**src/rtl/popcount_compressor.sv**
```systemverilog
// popcount_compressor
//   Pipelined N-bit population counter with an optional accumulator.
//   S1 registers one 4:3-counter result per nibble, S2 registers the summed
//   total, and S3 is the output register. The whole pipe advances together
//   whenever the output register is empty or being consumed.
//
// Ports
//   clk, rst            clock, synchronous active-high reset
//   in_valid/in_ready   input handshake for x and mode
//   x                   N bits to count
//   mode                0: count only, 1: also add the count into acc
//   acc_clr             clear acc and acc_ovf (clear happens before an add
//                       on the same edge)
//   out_valid/out_ready output handshake for count
//   count               popcount of the beat held in the output register
//   acc, acc_ovf        accumulator and its sticky overflow flag
module popcount_compressor #(
    parameter int unsigned N     = 16,
    parameter int unsigned ACC_W = 16,
    localparam int unsigned CW   = $clog2(N + 1)
) (
    input  logic             clk,
    input  logic             rst,
    input  logic             in_valid,
    output logic             in_ready,
    input  logic [N-1:0]     x,
    input  logic             mode,
    input  logic             acc_clr,
    output logic             out_valid,
    input  logic             out_ready,
    output logic [CW-1:0]    count,
    output logic [ACC_W-1:0] acc,
    output logic             acc_ovf
);

    localparam int unsigned NG = N / 4;

    // 4:3 counter, result packed as {c2, c1, s} so it reads as a binary 0..4.
    // Two weight-2 terms are only both set when all four inputs are set,
    // which is exactly the c2 case.
    function automatic logic [2:0] cnt43(input logic [3:0] b);
        logic s_lo, c_lo, s_hi, c_hi, c_mid;
        s_lo  = b[0] ^ b[1];
        c_lo  = b[0] & b[1];
        s_hi  = b[2] ^ b[3];
        c_hi  = b[2] & b[3];
        c_mid = s_lo & s_hi;
        return {c_lo & c_hi, c_lo ^ c_hi ^ c_mid, s_lo ^ s_hi};
    endfunction

    logic                  advance;
    logic                  enter_acc;

    logic                  s1_valid_q, s1_valid_d;
    logic [NG-1:0][2:0]    s1_grp_q, s1_grp_d;
    logic                  s1_mode_q, s1_mode_d;

    logic                  s2_valid_q, s2_valid_d;
    logic [CW-1:0]         s2_sum_q, s2_sum_d;
    logic                  s2_mode_q, s2_mode_d;

    logic                  out_valid_q, out_valid_d;
    logic [CW-1:0]         count_q, count_d;

    logic [ACC_W-1:0]      acc_q, acc_d;
    logic                  acc_ovf_q, acc_ovf_d;

    logic [NG-1:0][2:0]    grp_val;
    logic [CW-1:0]         grp_total;
    logic [ACC_W-1:0]      acc_base;
    logic                  ovf_base;
    logic [ACC_W:0]        acc_sum;

    always_comb begin
        grp_val = '0;
        for (int unsigned g = 0; g < NG; g++) begin
            grp_val[g] = cnt43(x[4*g +: 4]);
        end
    end

    always_comb begin
        grp_total = '0;
        for (int unsigned g = 0; g < NG; g++) begin
            grp_total = grp_total + CW'(s1_grp_q[g]);
        end
    end

    always_comb begin
        advance     = ~out_valid_q | out_ready;

        s1_valid_d  = s1_valid_q;
        s1_grp_d    = s1_grp_q;
        s1_mode_d   = s1_mode_q;
        s2_valid_d  = s2_valid_q;
        s2_sum_d    = s2_sum_q;
        s2_mode_d   = s2_mode_q;
        out_valid_d = out_valid_q;
        count_d     = count_q;

        // Bubbles shift along with real beats; nothing is compressed.
        if (advance) begin
            s1_valid_d  = in_valid;
            s1_grp_d    = grp_val;
            s1_mode_d   = mode;
            s2_valid_d  = s1_valid_q;
            s2_sum_d    = grp_total;
            s2_mode_d   = s1_mode_q;
            out_valid_d = s2_valid_q;
            count_d     = s2_sum_q;
        end

        // The add uses the S2 total on the edge that moves it into S3, so
        // acc is updated in the same cycle that beat's count is presented.
        enter_acc = advance & s2_valid_q & s2_mode_q;
        acc_base  = acc_clr ? '0   : acc_q;
        ovf_base  = acc_clr ? 1'b0 : acc_ovf_q;
        acc_sum   = {1'b0, acc_base} + {{(ACC_W + 1 - CW){1'b0}}, s2_sum_q};
        acc_d     = enter_acc ? acc_sum[ACC_W-1:0] : acc_base;
        acc_ovf_d = ovf_base | (enter_acc & acc_sum[ACC_W]);
    end

    always_ff @(posedge clk) begin
        if (rst) begin
            s1_valid_q  <= 1'b0;
            s1_grp_q    <= '0;
            s1_mode_q   <= 1'b0;
            s2_valid_q  <= 1'b0;
            s2_sum_q    <= '0;
            s2_mode_q   <= 1'b0;
            out_valid_q <= 1'b0;
            count_q     <= '0;
            acc_q       <= '0;
            acc_ovf_q   <= 1'b0;
        end else begin
            s1_valid_q  <= s1_valid_d;
            s1_grp_q    <= s1_grp_d;
            s1_mode_q   <= s1_mode_d;
            s2_valid_q  <= s2_valid_d;
            s2_sum_q    <= s2_sum_d;
            s2_mode_q   <= s2_mode_d;
            out_valid_q <= out_valid_d;
            count_q     <= count_d;
            acc_q       <= acc_d;
            acc_ovf_q   <= acc_ovf_d;
        end
    end

    assign in_ready  = advance;
    assign out_valid = out_valid_q;
    assign count     = count_q;
    assign acc       = acc_q;
    assign acc_ovf   = acc_ovf_q;

endmodule

```
**config.mk**
```make
export PLATFORM = sky130hd
export DESIGN_NAME = popcount_compressor
export DESIGN_NICKNAME = d
export VERILOG_FILES = /design/src/rtl/popcount_compressor.sv
export SDC_FILE = /design/constraint.sdc
export NUM_CORES = 1
export LEC_CHECK = 0
export CORE_MARGIN = 3
export CORE_UTILIZATION = 40
export CTS_BUF_LIST = sky130_fd_sc_hd__clkbuf_4 sky130_fd_sc_hd__clkbuf_8
export CTS_CLUSTER_DIAMETER = 200
export DETAILED_ROUTE_END_ITERATION = 8
export GPL_TIMING_DRIVEN = 0
export HOLD_SLACK_MARGIN = 0.05
export MAX_ROUTING_LAYER = met4
export PLACE_DENSITY_LB_ADDON = 0.2
export SYNTH_ARGS = -nofsm -noshare
export SYNTH_HDL_FRONTEND = slang
export SYNTH_SLANG_ARGS = --single-unit
```
**constraint.sdc**
```tcl
create_clock -name clk -period 2.4 [get_ports clk]
set_input_delay 0.48 -clock clk [delete_from_list [all_inputs] [get_ports clk]]
set_output_delay 0.48 -clock clk [all_outputs]
set_load 0.03 [all_outputs]
```
After elaboration in Yosys (flattened, before gate mapping)
Index checks and enable logic that the tools add are counted.
{ "word_totals": {"regBits": 44, "input_bits": 22, "out_inout_bits": 24, "word_cells": 62} }
{ "op_classes": {"add_sub_neg": 4, "n_mux": 3, "bitwise": 42} }
{ "op_table": {"columns": ["op", "n"], "rows": [
  ["$mux 16", 2],
  ["$xor 1x1->1", 20],
  ["$and 1x1->1", 19],
  ["$add 16x5->17", 1],
  ["$add 4x3->5", 1],
  ["$add 5x3->5", 1],
  ["$add 3x3->4", 1],
  ["$or 1x1->1", 2],
  ["$mux 1", 1],
  ["$not 1->1", 1]
]} }

Logic depth before layout (Yosys ltp)
Gate-level depths: netlist of the first run.
{ "logic_depth": {"word_depth": 6, "depth_mapped": 9, "mapped_depth_nobuf": 9} }

Worst setup path after synthesis of the first run
Ideal clock, no wire load.
{ "synth_timing": {"path_kind": "register to register", "start": "reg s1_grp_q[2] (netlist name)", "end": "reg s2_sum_q[3]", "setup_ns": 0.070, "arrival_ns": 2.253, "t_required_ns": 2.330, "setup_slack_ns": 0.076, "stages_incl_launch_ff": 10, "path_buffers": 0, "synth_period_minus_slack_ns": 2.324, "path_cell_list": "dfxtp_1 -> inv_1 -> fa_1 -> inv_1 -> fa_1 -> inv_1 -> fa_1 -> xnor2_1 -> nand2_1 -> a21oi_1"} }
{ "synth_via": {"elab_chain_len": 3} }
{ "synth_lines": {"columns": ["element", "line_no", "source"], "rows": [
  ["from (decl)", "55", "logic [NG-1:0][2:0] s1_grp_q, s1_grp_d;"],
  ["from (signal assigned)", "136", "s1_grp_q <= s1_grp_d;"],
  ["$add 3x3->4", "84", "grp_total = grp_total + CW'(s1_grp_q[g]);"],
  ["$add 4x3->5", "84", null],
  ["$add 5x3->5", "84", null],
  ["to (signal assigned)", "139", "s2_sum_q <= s2_sum_d;"],
  ["to (decl)", "59", "logic [CW-1:0] s2_sum_q, s2_sum_d;"]
]} }
Every way passes these cells.
A chain may end at the register's enable or synchronous reset.

Worst setup path after layout of the first run
{ "layout_timing": {"start": "reg s1_grp_q[1] (netlist name)", "end": "reg s2_sum_q[3]"} }
The elaborated chain is that of the path after synthesis.

==> out/results.txt, run 1 <==
Most Frequent Cell on Critical Path: fa_1
PwrDens: 550 nW/um^2
Crit-path slowest cell: fa_1
First-pass GRT wire length: 8090 um
Crit path depth: 8
Critical R2R Launch: s1_grp_q[1]$_SDFFE_PP0N_
Slew headroom: 62.3%
Setup ws final: 0.0489 ns
Rows: 27
Sink Count: 44
CP Cell Sequence: fa_1, fa_1, ha_2, inv_2, fa_2, xnor2_1, nand2_1, a21oi_2
CP Class: reg2reg
Via count: 1899
Hold Violations, Final: 0
Critical path endpoint: s2_sum_q[3]$_SDFFE_PP0N_
R2R depth: 8
Post-synth top cells: dfxtp_1 (44), nand2_1 (43), ha_1 (25), nor2_1 (25), a21oi_1 (23)
Pleak: 1.22 nW
Drc violations: 0
Initial Utilization: 42.1%
Fin. max-slew vios: 0
Distinct cells, synth: 36
Finished Layout Cells: 386
Register area: 885 um^2
Post-synth net total: 315
CTS tree: done
Crit-path max FO: 2
Initial DRT Pass Iterations: 4
Post-Place Cell Area: 2900 um^2
Layout Utilization: 54.1%
Root Driver: clkbuf_8
Crit path max-delay family: adder cells
Synth Register Bits: 44
Seq/Total Area, Yosys: 37.3%
MaxCap Viol Count: 0
Vias per cell: 4.92
Cell with the most instances after synthesis: dfxtp_1
Leading area contributor after synthesis: dfxtp_1
Ratio of cells with drive above 1 in the final layout: 10.5%
Reg2reg end: s2_sum_q[3]$_SDFFE_PP0N_
DRT Wirelength: 4800 um
Clk_skew: 0.00767 ns
Worst ir drop on vdd: 0.000247 V
Design area: 3040 um^2
Die area: 6860 um^2
Tot Pwr: 1.67 mW
Warnings from Yosys: 0
Worst path max stage delay: 0.54 ns
Diodes inserted: 0
Post-synth ARST share: 0%
Fin crit share: 98.0%
GR Util met3: 3.47%
Outcome: finished clean
Grt met1 use: 17.7%
Worst Path Arrival: 2.58 ns
Avg Cell Area, Syn: 9.04 um^2
# IOs: 46
Area contributors post-synth: dfxtp_1 (37%), ha_1 (13%), nand2_1 (6.8%)
GR Util met2: 24.5%
Worst path bufs/invs: 1
Avg WL per Cell: 12.4 um
# fillers: 567
Hold WS: 0.454 ns
Slew @ Worst Pin: 0.565 ns
Area Overhead vs Synth: 28.7%
Syn Inst Count: 261
Startpoint Class: flip-flop
Total gr overflow: 0
Post-synth EDFFs: 0
RSZ-0062 raised after global routing: true
Peak Freq: 425 MHz
Busiest grt layer: met2
Final #Nets: 367
CTS Buf Count: 5
Worst EP required: 2.63 ns
Netlist Area Pre-Place: 2360 um^2
Post-CTS Hold Buffers: 0
Multi-input logic area: 1420 um^2
I/O Buffers: 45
Max H-tree Level: 2
Worst Setup SP: s1_grp_q[1]$_SDFFE_PP0N_
Post-place setup slack: -0.864 ns
GPL Wtd Cong: 0.784
Fin crit period: 2.35 ns
Final setup viols: 0
Chip height: 82.8 um
Worst R2R Setup Slack: 0.05 ns
Tot GR Track Use: 14.8%
Max Root-Sink Buffers: 2
Setup TNS: 0 ns
Number of global-route vias before repair: 1777
Top FF cell, synth: dfxtp_1
Initial antenna violation count: 0
HPWL after DPL: 3660 um
Largest net degree at the start of global routing: 15
Inst Count DP: 378
Worst Hold Class: reg2reg
Final ANT Viol Nets: 0
Clk slew on worst S/H paths: 0.08 ns
Clock latency on the worst-skew pair: 0.30 ns
Yosys top cell area share: 37.3%
Die width: 82.8 um
Iter 0 DRT Violations: 47
Critical Path Sink Type: flip-flop
Core area: 5610 um^2
## per-layer routing
metal  vias up  wire length (um)
met2        38              2350
met3         9               197
met5         -                 0
met1       876              2160
met4         0                82
li1        976                 -
## repair_timing
item | CTS | global route
pin swaps | 3 | 2
endpoints found under the setup margin | 15 | 5
gates cloned | 0 | 0
setup buffers | 0 | 1
gates resized for setup | 9 | 12
## layout by cell type (no fill, tap or decap), types with 7 or more instances in the layout
cell | Yosys | layout
clkbuf_8 | 0 | 7
nand2_1 | 43 | 43
inv_1 | 10 | 7
dfxtp_1 | 44 | 41
clkbuf_1 | 10 | 8
a21oi_1 | 23 | 22
clkdlybuf4s50_1 | 0 | 43
a211oi_1 | 9 | 7
ha_1 | 25 | 24
xnor2_1 | 13 | 13
nor2_1 | 25 | 25
## where the power goes
part / switching [mW] / leakage, nW / internal [mW]
Combinational: 0.171 / 0.814 / 0.169
Sequential: 0.0444 / 0.360 / 0.784
Clock: 0.255 / 0.0479 / 0.245
Total: 0.470 / 1.22 / 1.20
## worst register-to-register path: cells and delay by family, from the launching register on
kind,cells,cell delay (ns)
flip-flops,1,0.33
buffers and inverters,1,0.04
adder cells (fa/ha/maj),4,1.57
AND/OR/NAND/NOR,1,0.09
AO/OA/AOI/OAI,1,0.13
XOR/XNOR,1,0.14
## worst min path at each step
stage / start / end / slack [ns] / cells after the start
floorplan: s1_grp_q[2]$_SDFFE_PP0N_ / s1_grp_q[2]$_SDFFE_PP0N_ / 0.43 / 2
global placement: s1_valid_q$_SDFFE_PP0N_ / s1_valid_q$_SDFFE_PP0N_ / 0.44 / 2
detailed placement: count[0]$_SDFFE_PP0N_ / count[0]$_SDFFE_PP0N_ / 0.44 / 2
CTS: count[0]$_SDFFE_PP0N_ / count[0]$_SDFFE_PP0N_ / 0.46 / 2
global route: s1_mode_q$_SDFFE_PP0N_ / s1_mode_q$_SDFFE_PP0N_ / 0.47 / 2
finish: s1_grp_q[8]$_SDFFE_PP0N_ / s1_grp_q[8]$_SDFFE_PP0N_ / 0.45 / 2
## flip-flops by register name, indices dropped and copies added, names as in the netlist, 5 cells and up
| name | count |
|---|---|
| s1_grp_q | 12 |
| acc | 16 |
| count | 5 |
| s2_sum_q | 5 |
## layout make-up
class	instances	share of cell area, %
well taps	72	2.97
inverters	10	1.24
flip-flops and latches	44	29.1
plain buffers	11	1.94
clock inverters	1	0.247
clock buffers	7	2.97
repair buffers	46	14.9
multi-input cells	195	46.6
## logic make-up after synthesis
group,share of synthesized area (%)
and+or+nand+nor,20.5
DFF,37.3
AOI/OAI and AO/OA,11.1
adders and majority gates,19.2
buffers and inverters,3.82
xor gates and xnor gates,6.31
muxes,1.70
(Power assumes the default switching activity.)
==> inputs of run 2 (changes only) <==
--- a/config.mk
+++ b/config.mk
@@ -6,7 +6,7 @@
 export NUM_CORES = 1
 export LEC_CHECK = 0
 export CORE_MARGIN = 3
-export CORE_UTILIZATION = 40
+export CORE_UTILIZATION = 48
 export CTS_BUF_LIST = sky130_fd_sc_hd__clkbuf_4 sky130_fd_sc_hd__clkbuf_8
 export CTS_CLUSTER_DIAMETER = 200
 export DETAILED_ROUTE_END_ITERATION = 8
@@ -14,6 +14,8 @@
 export HOLD_SLACK_MARGIN = 0.05
 export MAX_ROUTING_LAYER = met4
 export PLACE_DENSITY_LB_ADDON = 0.2
+export SETUP_SLACK_MARGIN = 0.05
+export SLEW_MARGIN = 40
 export SYNTH_ARGS = -nofsm -noshare
 export SYNTH_HDL_FRONTEND = slang
 export SYNTH_SLANG_ARGS = --single-unit
==> run 2 against run 1 <==
  * Worst hold slack worse by 0.0038 ns
  * Sequential cell count unchanged
  * Clock skew barely moved
  * Clock power shrank 6.8%
  * Sequential power about the same
  * Via count up 1.8%
  * Non-clock buffer count up 2
  * Die area fell by 16%
  * Final area grew 0.12%
  * Register-to-register slack improved by 0.03 ns
  * Wire length fell by 2.8%
  * Critical path type is now in2out
  * Critical endpoint is now in_ready
  * Largest cell class unchanged
==> out/results.txt, run 2 (synthesized netlist as in run 1, its figures left out) <==
Outcome: finished clean (unchanged)
Peak Freq: 428 MHz (was 425 MHz)
First-pass GRT wire length: 8090 um (about the same)
Crit-path max FO: 14 (was 2)
Final #Nets: 369 (was 367)
Largest net degree at the start of global routing: 15 (unchanged)
Worst Path Arrival: 1.86 ns (was 2.58 ns)
Die area: 5790 um^2 (was 6860 um^2)
Pleak: 1.23 nW (was 1.22 nW)
Area Overhead vs Synth: 28.8% (was 28.7%)
Initial antenna violation count: 0 (unchanged)
Drc violations: 0 (unchanged)
CP Cell Sequence: clkdlybuf4s50_1, nor2b_4, buf_6, clkinvlp_4, dlygate4sd2_1 (was fa_1, fa_1, ha_2, inv_2, fa_2, xnor2_1, nand2_1, a21oi_2)
Die width: 76.1 um (was 82.8 um)
Crit path max-delay family: buffers and inverters (was adder cells)
Setup ws final: 0.0633 ns (was 0.0489 ns)
Worst path bufs/invs: 4 (was 1)
Total gr overflow: 0 (unchanged)
PwrDens: 534 nW/um^2 (was 550 nW/um^2)
Post-place setup slack: -0.762 ns (was -0.864 ns)
Worst hold stages: 2 (unchanged)
Initial Utilization: 52.0% (was 42.1%)
Fin. max-slew vios: 0 (unchanged)
# fillers: 362 (was 567)
Crit-path slowest cell: clkdlybuf4s50_1 (was fa_1)
Design area: 3040 um^2 (about the same)
Fin crit period: 2.34 ns (was 2.35 ns)
Worst EP required: 1.92 ns (was 2.63 ns)
# IOs: 46 (unchanged)
CTS Buf Count: 5 (unchanged)
Register area: 883 um^2 (was 885 um^2)
Iter 0 DRT Violations: 75 (was 47)
Via count: 1934 (was 1899)
Commonest non-fill, non-tap cells in the layout: nand2_1 (43), clkdlybuf4s50_1 (43), dfxtp_1 (42) (was nand2_1 (43), clkdlybuf4s50_1 (43), dfxtp_1 (41))
DRT Wirelength: 4660 um (was 4800 um)
Initial DRT Pass Iterations: 4 (unchanged)
CTS tree: done (unchanged)
Post-Place Cell Area: 2890 um^2 (was 2900 um^2)
Worst Hold Class: reg2reg (unchanged)
GPL Wtd Cong: 0.820 (was 0.784)
Worst path max stage delay: 0.45 ns (was 0.54 ns)
Critical Path Sink Type: primary output (was flip-flop)
R2R depth: 8 (unchanged)
Hold Violations, Final: 0 (unchanged)
Root Driver: clkbuf_8 (unchanged)
Chip height: 76.1 um (was 82.8 um)
Core area: 4530 um^2 (was 5610 um^2)
Ratio of cells with drive above 1 in the final layout: 10.1% (was 10.5%)
Post-CTS Hold Buffers: 0 (unchanged)
I/O Buffers: 45 (unchanged)
Worst ir drop on vdd: 0.000417 V (was 0.000247 V)
Avg WL per Cell: 12.2 um (was 12.4 um)
CP Class: in2out (was reg2reg)
Clock latency on the worst-skew pair: 0.29 ns (was 0.30 ns)
Tot GR Track Use: 17.2% (was 14.8%)
Rows: 24 (was 27)
Final setup viols: 0 (unchanged)
MaxCap Viol Count: 0 (unchanged)
Slew @ Worst Pin: 0.564 ns (was 0.565 ns)
Max Root-Sink Buffers: 2 (unchanged)
Max reg flops: 16 (unchanged)
Clk slew on worst S/H paths: 0.08 ns (about the same)
RSZ-0062 raised after global routing: true (unchanged)
HPWL after DPL: 3570 um (was 3660 um)
Vias per cell: 5.08 (was 4.92)
Diodes inserted: 0 (unchanged)
Crit path depth: 5 (was 8)
Fin crit share: 97.4% (was 98.0%)
Final ANT Viol Nets: 0 (unchanged)
Startpoint Class: input pin (was flip-flop)
Slew headroom: 62.4% (was 62.3%)
Multi-input logic area: 1410 um^2 (was 1420 um^2)
Number of global-route vias before repair: 1910 (was 1777)
Clk_skew: 0.00787 ns (was 0.00767 ns)
Max H-tree Level: 2 (unchanged)
Sink Count: 44 (unchanged)
## run 2: cell types whose count changed in the layout (fill, tap and decap cells not counted), sizes merged
cell         previous run  this run
dlygate4sd2             1         2
inv                    10         9
buf                     3         5
clkinv                  0         2
clkbuf                 17        15
## run 2: worst reg2reg max path: cells and delay by family (launching register included)
| kind | cells | cell delay [ns] |
|---|---|---|
| adder cells (fa/ha/maj) | 4 | 1.55 |
| flip-flops | 1 | 0.33 |
| XOR/XNOR | 1 | 0.15 |
| AO/OA/AOI/OAI | 1 | 0.12 |
| AND/OR/NAND/NOR | 1 | 0.07 |
| buffers and inverters | 1 | 0.05 |
## run 2: path summary, 6_finish.rpt
path	start	to	slack, ns
min	s1_grp_q[2]$_SDFFE_PP0N_	s1_grp_q[2]$_SDFFE_PP0N_	0.45
max	out_ready	in_ready	0.06
max reg2reg	s1_grp_q[1]$_SDFFE_PP0N_	s2_sum_q[3]$_SDFFE_PP0N_	0.08
min reg2reg	s1_grp_q[2]$_SDFFE_PP0N_	s1_grp_q[2]$_SDFFE_PP0N_	0.45
## run 2: stage by stage
stage / utilization, % / power [mW] / std cells / TNS, ns / hold WS, ns
after floorplan: - / 1.05 / 261 / 0 / 0.432
after global placement: 63.8 / 1.16 / 371 / -8.17 / 0.439
after detailed placement: 63.8 / 1.17 / 371 / -7.80 / 0.446
after CTS: 66.9 / 1.64 / 381 / 0 / 0.453
after global routing: 67.1 / 1.72 / 381 / -0.0540 / 0.479
final: 67.1 / 1.62 / 381 / 0 / 0.451
## run 2: layout make-up
class                      count  area share [%]
multi-input combinational    195            46.5
buffer                        11            1.93
clock buffer                   6            2.72
inverter                      10            1.36
sequential                    44            29.1
tap                           65            2.67
clock inverter                 2           0.329
timing repair buffer          48            15.5
## run 2: layer usage
metal	share of wire, %	vias up	GRT usage [%]
met4	0.58	0	3.26
li1	-	985	-
met1	44	907	17.8
met3	4.0	4	4.26
met2	51	38	32.9
met5	0	-	-
## run 2: repair_timing
action                                  CTS  global route
cloned                                    0             0
setup buffers                             3             0
gates resized for setup                  12             5
endpoints found under the setup margin   16             4
pin swaps                                 6             3
## run 2: where the power goes
group | switching [mW] | internal, mW | leakage (nW)
sequential | 0.0449 | 0.783 | 0.360
clock | 0.237 | 0.230 | 0.0510
combinational | 0.164 | 0.165 | 0.821
==> inputs of run 3 (changes only) <==
--- a/config.mk
+++ b/config.mk
@@ -14,7 +14,9 @@
 export HOLD_SLACK_MARGIN = 0.05
 export MAX_ROUTING_LAYER = met4
 export PLACE_DENSITY_LB_ADDON = 0.2
+export RECOVER_POWER = 25
 export SETUP_SLACK_MARGIN = 0.05
+export SKIP_LAST_GASP = 1
 export SLEW_MARGIN = 40
 export SYNTH_ARGS = -nofsm -noshare
 export SYNTH_HDL_FRONTEND = slang
==> run 3 against run 2 <==
  * Die area unchanged
  * Critical path depth unchanged
  * Final area did not move
  * Worst hold slack hardly changed
  * Core utilization unchanged
  * Sequential power barely moved
  * First-iteration DRC count fell by 6.7%
  * Setup slack about the same
  * Sequential cell count unchanged
  * Largest cell class unchanged
==> out/results.txt, run 3 (synthesized netlist as in run 1, its figures left out) <==
Setup TNS: 0 ns (unchanged)
Via count: 1931 (was 1934)
Sink Count: 44 (unchanged)
Die area: 5790 um^2 (unchanged)
Commonest non-fill, non-tap cells in the layout: nand2_1 (43), dfxtp_1 (42), clkdlybuf4s50_1 (29) (was nand2_1 (43), clkdlybuf4s50_1 (43), dfxtp_1 (42))
Most common cell after layout, fill and taps aside: nand2_1
RSZ-0062 raised after global routing: true (unchanged)
First-pass GRT wire length: 8080 um (was 8090 um)
Clock power frac: 28.8% (was 28.7%)
Total gr overflow: 0 (unchanged)
Fin. max-slew vios: 0 (unchanged)
Initial DRT Pass Iterations: 4 (unchanged)
HPWL after DPL: 3570 um (unchanged)
CP Cell Sequence: clkdlybuf4s50_1, nor2b_4, buf_6, clkinvlp_4, dlygate4sd2_1 (unchanged)
Vias per cell: 5.07 (was 5.08)
Core area: 4530 um^2 (unchanged)
Post-place setup slack: -0.762 ns (unchanged)
MaxCap Viol Count: 0 (unchanged)
Inst Count DP: 371 (unchanged)
Worst Path Arrival: 1.86 ns (about the same)
Max Root-Sink Buffers: 2 (unchanged)
Area Overhead vs Synth: 28.8% (unchanged)
Iter 0 DRT Violations: 70 (was 75)
CP Class: in2out (unchanged)
Max H-tree Level: 2 (unchanged)
Crit-path max FO: 14 (unchanged)
Initial antenna violation count: 0 (unchanged)
Clk slew on worst S/H paths: 0.08 ns (about the same)
Worst Setup SP: out_ready (unchanged)
Chip height: 76.1 um (unchanged)
CTS tree: done (unchanged)
Switch Pwr: 0.444 mW (was 0.446 mW)
Worst path max stage delay: 0.45 ns (about the same)
Slew @ Worst Pin: 0.562 ns (was 0.564 ns)
Slew headroom: 62.6% (was 62.4%)
Rows: 24 (unchanged)
CTS Buf Count: 5 (unchanged)
Sw Ratio: 27.4% (about the same)
Avg WL per Cell: 12.2 um (about the same)
Final #Nets: 369 (unchanged)
Multi-input logic area: 1410 um^2 (unchanged)
Worst EP required: 1.92 ns (about the same)
Root Driver: clkbuf_8 (unchanged)
DRT Wirelength: 4650 um (was 4660 um)
Worst Hold Class: reg2reg (unchanged)
Hold Path Origin: s1_grp_q[2]$_SDFFE_PP0N_ (unchanged)
Worst ir drop on vdd: 0.000415 V (was 0.000417 V)
# fillers: 362 (unchanged)
Fin crit period: 2.34 ns (about the same)
Setup ws final: 0.0633 ns (about the same)
Ratio of cells with drive above 1 in the final layout: 10.1% (unchanged)
PwrDens: 532 nW/um^2 (was 534 nW/um^2)
Clock latency on the worst-skew pair: 0.29 ns (about the same)
Sequential share of power: 51.2% (was 51.0%)
I/O Buffers: 45 (unchanged)
Drc violations: 0 (unchanged)
Internal power: 1.17 mW (was 1.18 mW)
Initial Utilization: 52.0% (unchanged)
Comb pwr share: 20.0% (was 20.2%)
Peak Freq: 428 MHz (about the same)
Max reg flops: 16 (unchanged)
# IOs: 46 (unchanged)
Clk_skew: 0.00807 ns (was 0.00787 ns)
Outcome: finished clean (unchanged)
Final ANT Viol Nets: 0 (unchanged)
Register area: 883 um^2 (unchanged)
Crit-path slowest cell: clkdlybuf4s50_1 (unchanged)
Largest net degree at the start of global routing: 15 (unchanged)
Final setup viols: 0 (unchanged)
Critical R2R Launch: s1_grp_q[1]$_SDFFE_PP0N_ (unchanged)
Number of global-route vias before repair: 1907 (was 1910)
Startpoint Class: input pin (unchanged)
Diodes inserted: 0 (unchanged)
Critical Path Sink Type: primary output (unchanged)
Fin crit share: 97.4% (about the same)
Post-CTS Hold Buffers: 0 (unchanged)
GPL Wtd Cong: 0.820 (unchanged)
Pleak: 1.27 nW (was 1.23 nW)
Finished Layout Cells: 381 (unchanged)
Die width: 76.1 um (unchanged)
Tot GR Track Use: 17.1% (was 17.2%)
Hold Violations, Final: 0 (unchanged)
## run 3: cell count changes in the layout (fill, tap and decap cells not counted), sizes merged
cell,change
dlygate4sd3,+14
clkdlybuf4s50,-14
## run 3: path summary, 6_finish.rpt
path	endpoint	cells past startpoint	slack [ns]
setup / recovery	in_ready	5	0.06
hold / removal	s1_grp_q[2]$_SDFFE_PP0N_	2	0.45
setup reg to reg	s2_sum_q[3]$_SDFFE_PP0N_	8	0.08
hold reg to reg	s1_grp_q[2]$_SDFFE_PP0N_	2	0.45
## run 3: layer usage
layer	GRT usage (%)	part of all wire [%]	routed length, um	up-vias
met5	-	0	0	-
met4	3.26	0.58	27	0
met3	4.26	4.3	202	4
met2	32.8	51	2390	43
met1	17.8	44	2040	900
li1	-	-	-	984
## run 3: cell type report
type / instances / share of cell area, %
inverters: 10 / 1.36
plain buffers: 11 / 1.93
multi-input cells: 195 / 46.5
repair buffers: 48 / 15.5
well taps: 65 / 2.67
clock buffers: 6 / 2.72
flip-flops and latches: 44 / 29.1
clock inverters: 2 / 0.329
## run 3: critical path, delay by kind of cell
| kind | cells | cell delay (ns) |
|---|---|---|
| AND/OR/NAND/NOR | 1 | 0.12 |
| buffers and inverters | 4 | 1.25 |
## run 3: repair_timing
item                                    CTS  global route
buffers inserted                          3             0
resized for setup                        11             6
pin swaps                                 6             2
endpoints found under the setup margin   16             4
## run 3: power by group through the flow
stage | clock network [mW] | logic [mW] | registers [mW]
global placement | 0 | 0.315 | 0.844
CTS | 0.481 | 0.330 | 0.828
global route | 0.512 | 0.374 | 0.834
finish | 0.466 | 0.324 | 0.828
floorplan | 0 | 0.197 | 0.856
detailed placement | 0 | 0.322 | 0.846
## run 3: stage by stage
stage / hold slack, ns / util (%) / instance area [um^2] / total power [mW]
final: 0.450 / 67.1 / 3040 / 1.62
after CTS: 0.453 / 66.8 / 3030 / 1.64
after global placement: 0.439 / 63.8 / 2890 / 1.16
after global routing: 0.476 / 67.1 / 3040 / 1.72
after detailed placement: 0.446 / 63.8 / 2890 / 1.17
after floorplan: 0.432 / - / 2360 / 1.05
